$ cat src/rtl/mem_arbiter_pkg.sv
// Shared definitions for the memory arbiter: FSM and owner encodings, parameter
// defaults and the timeout counter width helper.
package mem_arbiter_pkg;

  typedef enum logic [1:0] {
    ST_IDLE = 2'd0,
    ST_REQ  = 2'd1,
    ST_RESP = 2'd2,
    ST_DONE = 2'd3
  } state_t;

  typedef enum logic {
    OWN_IF = 1'b0,
    OWN_DM = 1'b1
  } owner_t;

  localparam int unsigned DEF_TIMEOUT  = 255;
  localparam logic [31:0] DEF_ERR_DATA = 32'h0000_0000;
  localparam logic [3:0]  FETCH_BE     = 4'hF;

  // Width needed to hold counts up to the timeout limit.
  function automatic int unsigned cnt_width(input int unsigned limit);
    return (limit < 2) ? 1 : $clog2(limit + 1);
  endfunction

endpackage

$ cat src/rtl/mem_arbiter_bus_timeout_counter.sv
// Saturating cycle counter for the bus timeout: cleared when a transaction
// starts, counts while enabled, flags the final permitted cycle.
module bus_timeout_counter #(
  parameter int unsigned LIMIT = 255,
  parameter int unsigned W     = 8
) (
  input  logic clk,
  input  logic resetn,
  input  logic i_clear,
  input  logic i_enable,
  output logic o_tc
);

  localparam logic [W-1:0] LAST = W'(LIMIT - 1);

  logic [W-1:0] r_count;

  always_ff @(posedge clk) begin
    if (!resetn) begin
      r_count <= '0;
    end else if (i_clear) begin
      r_count <= '0;
    end else if (i_enable && (r_count != LAST)) begin
      r_count <= r_count + 1'b1;
    end
  end

  // Asserted during the LIMIT-th enabled cycle since the last clear.
  assign o_tc = i_enable && (r_count == LAST);

endmodule

$ cat src/rtl/mem_arbiter.sv
// Arbiter sharing one single-port memory between instruction fetch and data
// access; one transaction in flight, data side wins ties, bus timeout recovery.
module mem_arbiter
  import mem_arbiter_pkg::*;
#(
  parameter int unsigned TIMEOUT  = DEF_TIMEOUT,
  parameter logic [31:0] ERR_DATA = DEF_ERR_DATA
) (
  input  logic        clk,
  input  logic        resetn,
  input  logic        if_req,
  input  logic [31:0] if_addr,
  input  logic        if_cancel,
  output logic        if_ack,
  output logic [31:0] if_rdata,
  input  logic        dm_req,
  input  logic        dm_we,
  input  logic [3:0]  dm_be,
  input  logic [31:0] dm_addr,
  input  logic [31:0] dm_wdata,
  output logic        dm_ack,
  output logic [31:0] dm_rdata,
  output logic        mem_req,
  output logic        mem_we,
  output logic [3:0]  mem_be,
  output logic [31:0] mem_addr,
  output logic [31:0] mem_wdata,
  input  logic        mem_gnt,
  input  logic        mem_rvalid,
  input  logic [31:0] mem_rdata,
  output logic        stallF,
  output logic        stallM,
  output logic        bus_err
);

  localparam int unsigned CW = cnt_width(TIMEOUT);

  state_t      r_state, w_state_next;
  owner_t      r_owner;
  logic        r_mem_req, r_mem_we;
  logic [3:0]  r_mem_be;
  logic [31:0] r_mem_addr, r_mem_wdata;
  logic [31:0] r_if_rdata, r_dm_rdata;
  logic        r_bus_err, r_cancel;

  logic        w_latch_dm, w_latch_if, w_capture, w_timeout;
  logic        w_tc, w_busy, w_cancel_now;
  logic [31:0] w_resp_data;

  assign w_busy       = (r_state == ST_REQ) || (r_state == ST_RESP);
  // A cancel seen this cycle must already suppress capture and ack.
  assign w_cancel_now = r_cancel ||
                        (if_cancel && (r_owner == OWN_IF) && (r_state != ST_IDLE));
  assign w_resp_data  = w_capture ? mem_rdata : ERR_DATA;

  bus_timeout_counter #(
    .LIMIT (TIMEOUT),
    .W     (CW)
  ) u_timeout (
    .clk      (clk),
    .resetn   (resetn),
    .i_clear  (w_latch_dm || w_latch_if),
    .i_enable (w_busy),
    .o_tc     (w_tc)
  );

  always_comb begin
    w_state_next = r_state;
    w_latch_dm   = 1'b0;
    w_latch_if   = 1'b0;
    w_capture    = 1'b0;
    w_timeout    = 1'b0;
    case (r_state)
      ST_IDLE: begin
        if (dm_req) begin
          w_latch_dm   = 1'b1;
          w_state_next = ST_REQ;
        end else if (if_req && !if_cancel) begin
          w_latch_if   = 1'b1;
          w_state_next = ST_REQ;
        end
      end
      ST_REQ: begin
        if (w_tc) begin
          w_timeout    = 1'b1;
          w_state_next = ST_DONE;
        end else if (mem_gnt) begin
          w_state_next = ST_RESP;
        end
      end
      ST_RESP: begin
        // Real data arriving on the last permitted cycle beats the timeout.
        if (mem_rvalid) begin
          w_capture    = 1'b1;
          w_state_next = ST_DONE;
        end else if (w_tc) begin
          w_timeout    = 1'b1;
          w_state_next = ST_DONE;
        end
      end
      ST_DONE: w_state_next = ST_IDLE;
      default: w_state_next = ST_IDLE;
    endcase
  end

  always_ff @(posedge clk) begin
    if (!resetn) begin
      r_state     <= ST_IDLE;
      r_owner     <= OWN_IF;
      r_mem_req   <= 1'b0;
      r_mem_we    <= 1'b0;
      r_mem_be    <= 4'h0;
      r_mem_addr  <= 32'h0;
      r_mem_wdata <= 32'h0;
      r_if_rdata  <= 32'h0;
      r_dm_rdata  <= 32'h0;
      r_bus_err   <= 1'b0;
      r_cancel    <= 1'b0;
    end else begin
      r_state   <= w_state_next;
      r_mem_req <= (w_state_next == ST_REQ);
      if (w_latch_dm) begin
        r_owner     <= OWN_DM;
        r_mem_we    <= dm_we;
        r_mem_be    <= dm_be;
        r_mem_addr  <= dm_addr;
        r_mem_wdata <= dm_wdata;
      end else if (w_latch_if) begin
        r_owner     <= OWN_IF;
        r_mem_we    <= 1'b0;
        r_mem_be    <= FETCH_BE;
        r_mem_addr  <= if_addr;
        r_mem_wdata <= 32'h0;
      end
      if (w_latch_dm || w_latch_if) begin
        r_cancel <= 1'b0;
      end else if (w_cancel_now) begin
        r_cancel <= 1'b1;
      end
      if (w_capture || w_timeout) begin
        if (r_owner == OWN_DM) begin
          r_dm_rdata <= w_resp_data;
        end else if (!w_cancel_now) begin
          r_if_rdata <= w_resp_data;
        end
      end
      if (w_timeout) begin
        r_bus_err <= 1'b1;
      end
    end
  end

  assign mem_req   = r_mem_req;
  assign mem_we    = r_mem_we;
  assign mem_be    = r_mem_be;
  assign mem_addr  = r_mem_addr;
  assign mem_wdata = r_mem_wdata;
  assign if_rdata  = r_if_rdata;
  assign dm_rdata  = r_dm_rdata;
  assign bus_err   = r_bus_err;
  assign dm_ack    = (r_state == ST_DONE) && (r_owner == OWN_DM);
  assign if_ack    = (r_state == ST_DONE) && (r_owner == OWN_IF) && !w_cancel_now;
  assign stallF    = if_req & ~if_ack;
  assign stallM    = dm_req & ~dm_ack;

endmodule

$ cat config.mk
export PLATFORM = sky130hd
export DESIGN_NAME = mem_arbiter
export DESIGN_NICKNAME = d
export VERILOG_FILES = /design/src/rtl/mem_arbiter_pkg.sv /design/src/rtl/mem_arbiter_bus_timeout_counter.sv /design/src/rtl/mem_arbiter.sv
export SDC_FILE = /design/constraint.sdc
export NUM_CORES = 1
export LEC_CHECK = 0
export ABC_CLOCK_PERIOD_IN_PS = 3700
export BUFFER_PORTS_ARGS = -buffer_cell sky130_fd_sc_hd__buf_2
export CORE_MARGIN = 2
export CORE_UTILIZATION = 45
export CTS_BUF_LIST = sky130_fd_sc_hd__clkbuf_8 sky130_fd_sc_hd__clkbuf_16
export DETAILED_ROUTE_END_ITERATION = 7
export HOLD_SLACK_MARGIN = 0.05
export PLACE_DENSITY = 0.78
export RECOVER_POWER = 25
export SETUP_SLACK_MARGIN = 0.1
export SLEW_MARGIN = 20
export SYNTH_ARGS = -nofsm -noshare
export SYNTH_HDL_FRONTEND = slang
export SYNTH_SLANG_ARGS = --single-unit
$ cat constraint.sdc
create_clock -name clk -period 3.7 [get_ports clk]
set_clock_uncertainty 0.1 [all_clocks]
set_input_delay 0.37 -clock clk [delete_from_list [all_inputs] [get_ports clk]]
set_output_delay 0.37 -clock clk [all_outputs]
set_load 0.03 [all_outputs]
==> flow_metrics.env <==
export IMPL_row_count=41
export IMPL_ys_ff_latch=147
export IMPL_postSynthCellCount=586
export IMPL_period_share=0.764
export IMPL_synth_edff_count=0
export IMPL_min_to="mem_wdata[5]$_SDFFE_PN0P_"
export IMPL_avgSynthCellArea_um2=9.99
export IMPL_cts_hold_buf=8
export IMPL_syn_num_nets=733
export IMPL_die_w_um=118
export IMPL_nNetsFinal=992
export IMPL_insertion_delay_ns=0.41
export IMPL_place_inst=990
export IMPL_antenna_cells=0
export IMPL_dieArea_um2=13900
export IMPL_cpPeakStageDelay_ns=0.40
export IMPL_cts_made_buffers=17
export IMPL_crit_arrival_ns=2.36
export IMPL_hp_class="in2reg"
export IMPL_max_freq_ghz=0.354
export IMPL_yosys_area_top_type="dfxtp_1"
export IMPL_ioPinCount=279
export IMPL_seq_area_um2=2940
export IMPL_grt_pass1_wl_um=26200
export IMPL_start_kind="flip-flop"
export IMPL_place_gp_congestion=0.821
export IMPL_ant_nets=0
export IMPL_synth_area_leaders="dfxtp_1, a22o_1, nand3_1"
export IMPL_finalNonFillerCells=1030
export IMPL_grt_max_degree=91
export IMPL_nFillCells=1158
export IMPL_worstSetupStartpoint="r_state[0]$_SDFF_PN0_"
export IMPL_report_power_total_w=0.00403
export IMPL_utilization=0.618
export IMPL_power_leakage_nw=3.70
export IMPL_post_cts_setup_buffers=0
export IMPL_end_kind="primary output"
export IMPL_critical_path_required_ns=3.23
export IMPL_vias_per_cell=5.61
export IMPL_wirelength_um=16600
export IMPL_crit_slowest_cell="dfxtp_1"
export IMPL_detail_route_wl_per_cell_um=16.1
export IMPL_initial_core_util=0.462
export IMPL_drc=0
export IMPL_port_buffers=278
export IMPL_grt_pass1_vias=5255
export IMPL_cts_tree="yes"
export IMPL_outcome="finished, final reports clean"
export IMPL_crit_buf_inv=3
export IMPL_hpwlAfterDp_um=11100
export IMPL_r2r_cells=7
export IMPL_antenna_found_initial=0
export IMPL_cts_sinks=147
export IMPL_path_delay_family="buffers and inverters"
export IMPL_peakVddDrop_mv=0.305
export IMPL_track_usage=0.232
export IMPL_worstSetupPathType="reg2out"
export IMPL_fin_ws_ns=0.871
export IMPL_powerDensity_nw_per_um2=515
export IMPL_cap_violations=0
export IMPL_yosysSeqAreaShare=0.503
export IMPL_cts_repair_resized=0
export IMPL_crit_fanout=33
export IMPL_vias=5775
export IMPL_whs_path_depth=2
export IMPL_coreArea_um2=12700
export IMPL_slew_headroom=0.391
export IMPL_ys_types=45
export IMPL_yosysWarnings=0
export IMPL_crit_chain="inv_1 -> ha_1 -> nor2b_1 -> or3_1 -> buf_4 -> nor2_1 -> nor2b_1 -> buf_2"
export IMPL_setup_viol=0
export IMPL_multiInputGateArea_um2=2610
export IMPL_synth_async_sr_flop_share=0
export IMPL_ys_flop_type="dfxtp_1"
export IMPL_area_growth_syn_to_layout_pct=33.7
export IMPL_place_ws_ns=1.35
export IMPL_cp_common_cell="nor2b_1"
export IMPL_clockRootBuffer="clkbuf_16"
export IMPL_regToRegEndpoint="mem_wdata[20]$_SDFFE_PN0P_"
export IMPL_firstDrtPassIters=5
export IMPL_rsz0062_at_grt="no"
export IMPL_cts_path_max_buffers=2
export IMPL_totalNegativeSetupSlack_ns=0
export IMPL_cts_clk_slew_worst_paths_ns=0.06
export IMPL_r2r_slack_ns=1.50
export IMPL_h_tree_depth=4
export IMPL_period_needed_ns=2.83
export IMPL_drive_gt1_frac=0.319
export IMPL_min_from="dm_wdata[5]"
export IMPL_drt_iter0_drc=516
export IMPL_worstMarginPinSlew_ns=0.913
export IMPL_yosysTopAreaCellShare=0.503
export IMPL_hold_viol=0
export IMPL_synth_area_um2=5860
export IMPL_die_y_um=118
export IMPL_drv_slew=0
export IMPL_overflow=0
export IMPL_reg2reg_from="r_state[0]$_SDFF_PN0_"
==> per-layer routing <==
layer	vias up	wire, um	part of all wire	GRT usage
met4	0	505	0.030	0.114
li1	2742	-	-	-
met2	286	7800	0.47	0.364
met1	2706	7000	0.42	0.285
met3	41	1280	0.077	0.0741
met5	-	0	0	0
==> cell usage in the layout, fill, tap and decap left out, types with 9 or more instances in the layout <==
cell | netlist | layout
a22o_1 | 65 | 65
a32oi_1 | 32 | 32
buf_2 | 12 | 206
buf_4 | 0 | 13
clkbuf_1 | 33 | 71
clkbuf_16 | 0 | 17
dfxtp_1 | 147 | 147
inv_1 | 9 | 9
nand2_1 | 38 | 37
nand3_1 | 101 | 101
nor2_1 | 11 | 10
o211a_1 | 32 | 32
o21ai_1 | 21 | 21
o21ai_2 | 10 | 10
==> worst max-delay path by stage <==
stage / endpoint / slack [ns] / cells after the start
final: stallF / 0.87 / 8
after global routing: stallF / 0.66 / 8
after CTS: stallF / 0.89 / 8
after detailed placement: stallF / 1.35 / 8
after global placement: stallF / 1.38 / 8
after floorplan: stallF / 1.38 / 7
==> final cells by class <==
type	count	share of cell area
Sequential cell	147	0.376
Multi-Input combinational cell	372	0.333
Timing Repair Buffer	298	0.188
Clock buffer	18	0.0561
Tap cell	172	0.0275
Clock inverter	14	0.0147
Inverter	9	0.00431
==> per-stage QoR <==
step	hold WS, ns	area (um2)
floorplan	0.372	5860
global placement	0.347	7280
detailed placement	0.351	7280
CTS	0.0502	7920
global route	0.0509	7830
finish	0.0682	7830
==> kinds of logic after synthesis <==
group,share of synthesized area
compound gates,0.271
xor+xnor,0.00897
fa+ha+maj,0.0150
buf+inv,0.0545
flops,0.503
mux,0.00171
simple gates,0.146
==> cell usage after synthesis, types with 2 or more instances <==
library cell  count
a21oi_1           5
dfxtp_1         147
nor2_1           11
buf_2            12
a32oi_1          32
nor4_1            2
ha_1              7
o21ai_0           3
o211a_1          32
nor3_1            2
and3_1            2
and2_1            2
nand2_1          38
clkbuf_1         33
buf_1             6
buf_6             7
nor2b_1           6
xnor2_1           5
a22o_1           65
o21ai_1          21
inv_1             9
o21a_1            2
o21ai_2          10
nand3_1         101
o221a_2           4
nand4_1           3
==> report_power, final <==
| part | switching (W) | internal (W) |
|---|---|---|
| clock | 0.000708 | 0.000893 |
| combinational | 0.000474 | 0.000225 |
| sequential | 0.0000550 | 0.00168 |
==> registers in the layout (all words and copies together), names as in the netlist, 2 cells and up <==
register,count
mem_be,4
r_state,2
mem_addr,32
mem_wdata,32
if_rdata,32
dm_rdata,32
u_timeout.r_count,8
Power figures use the tool's default switching activity.
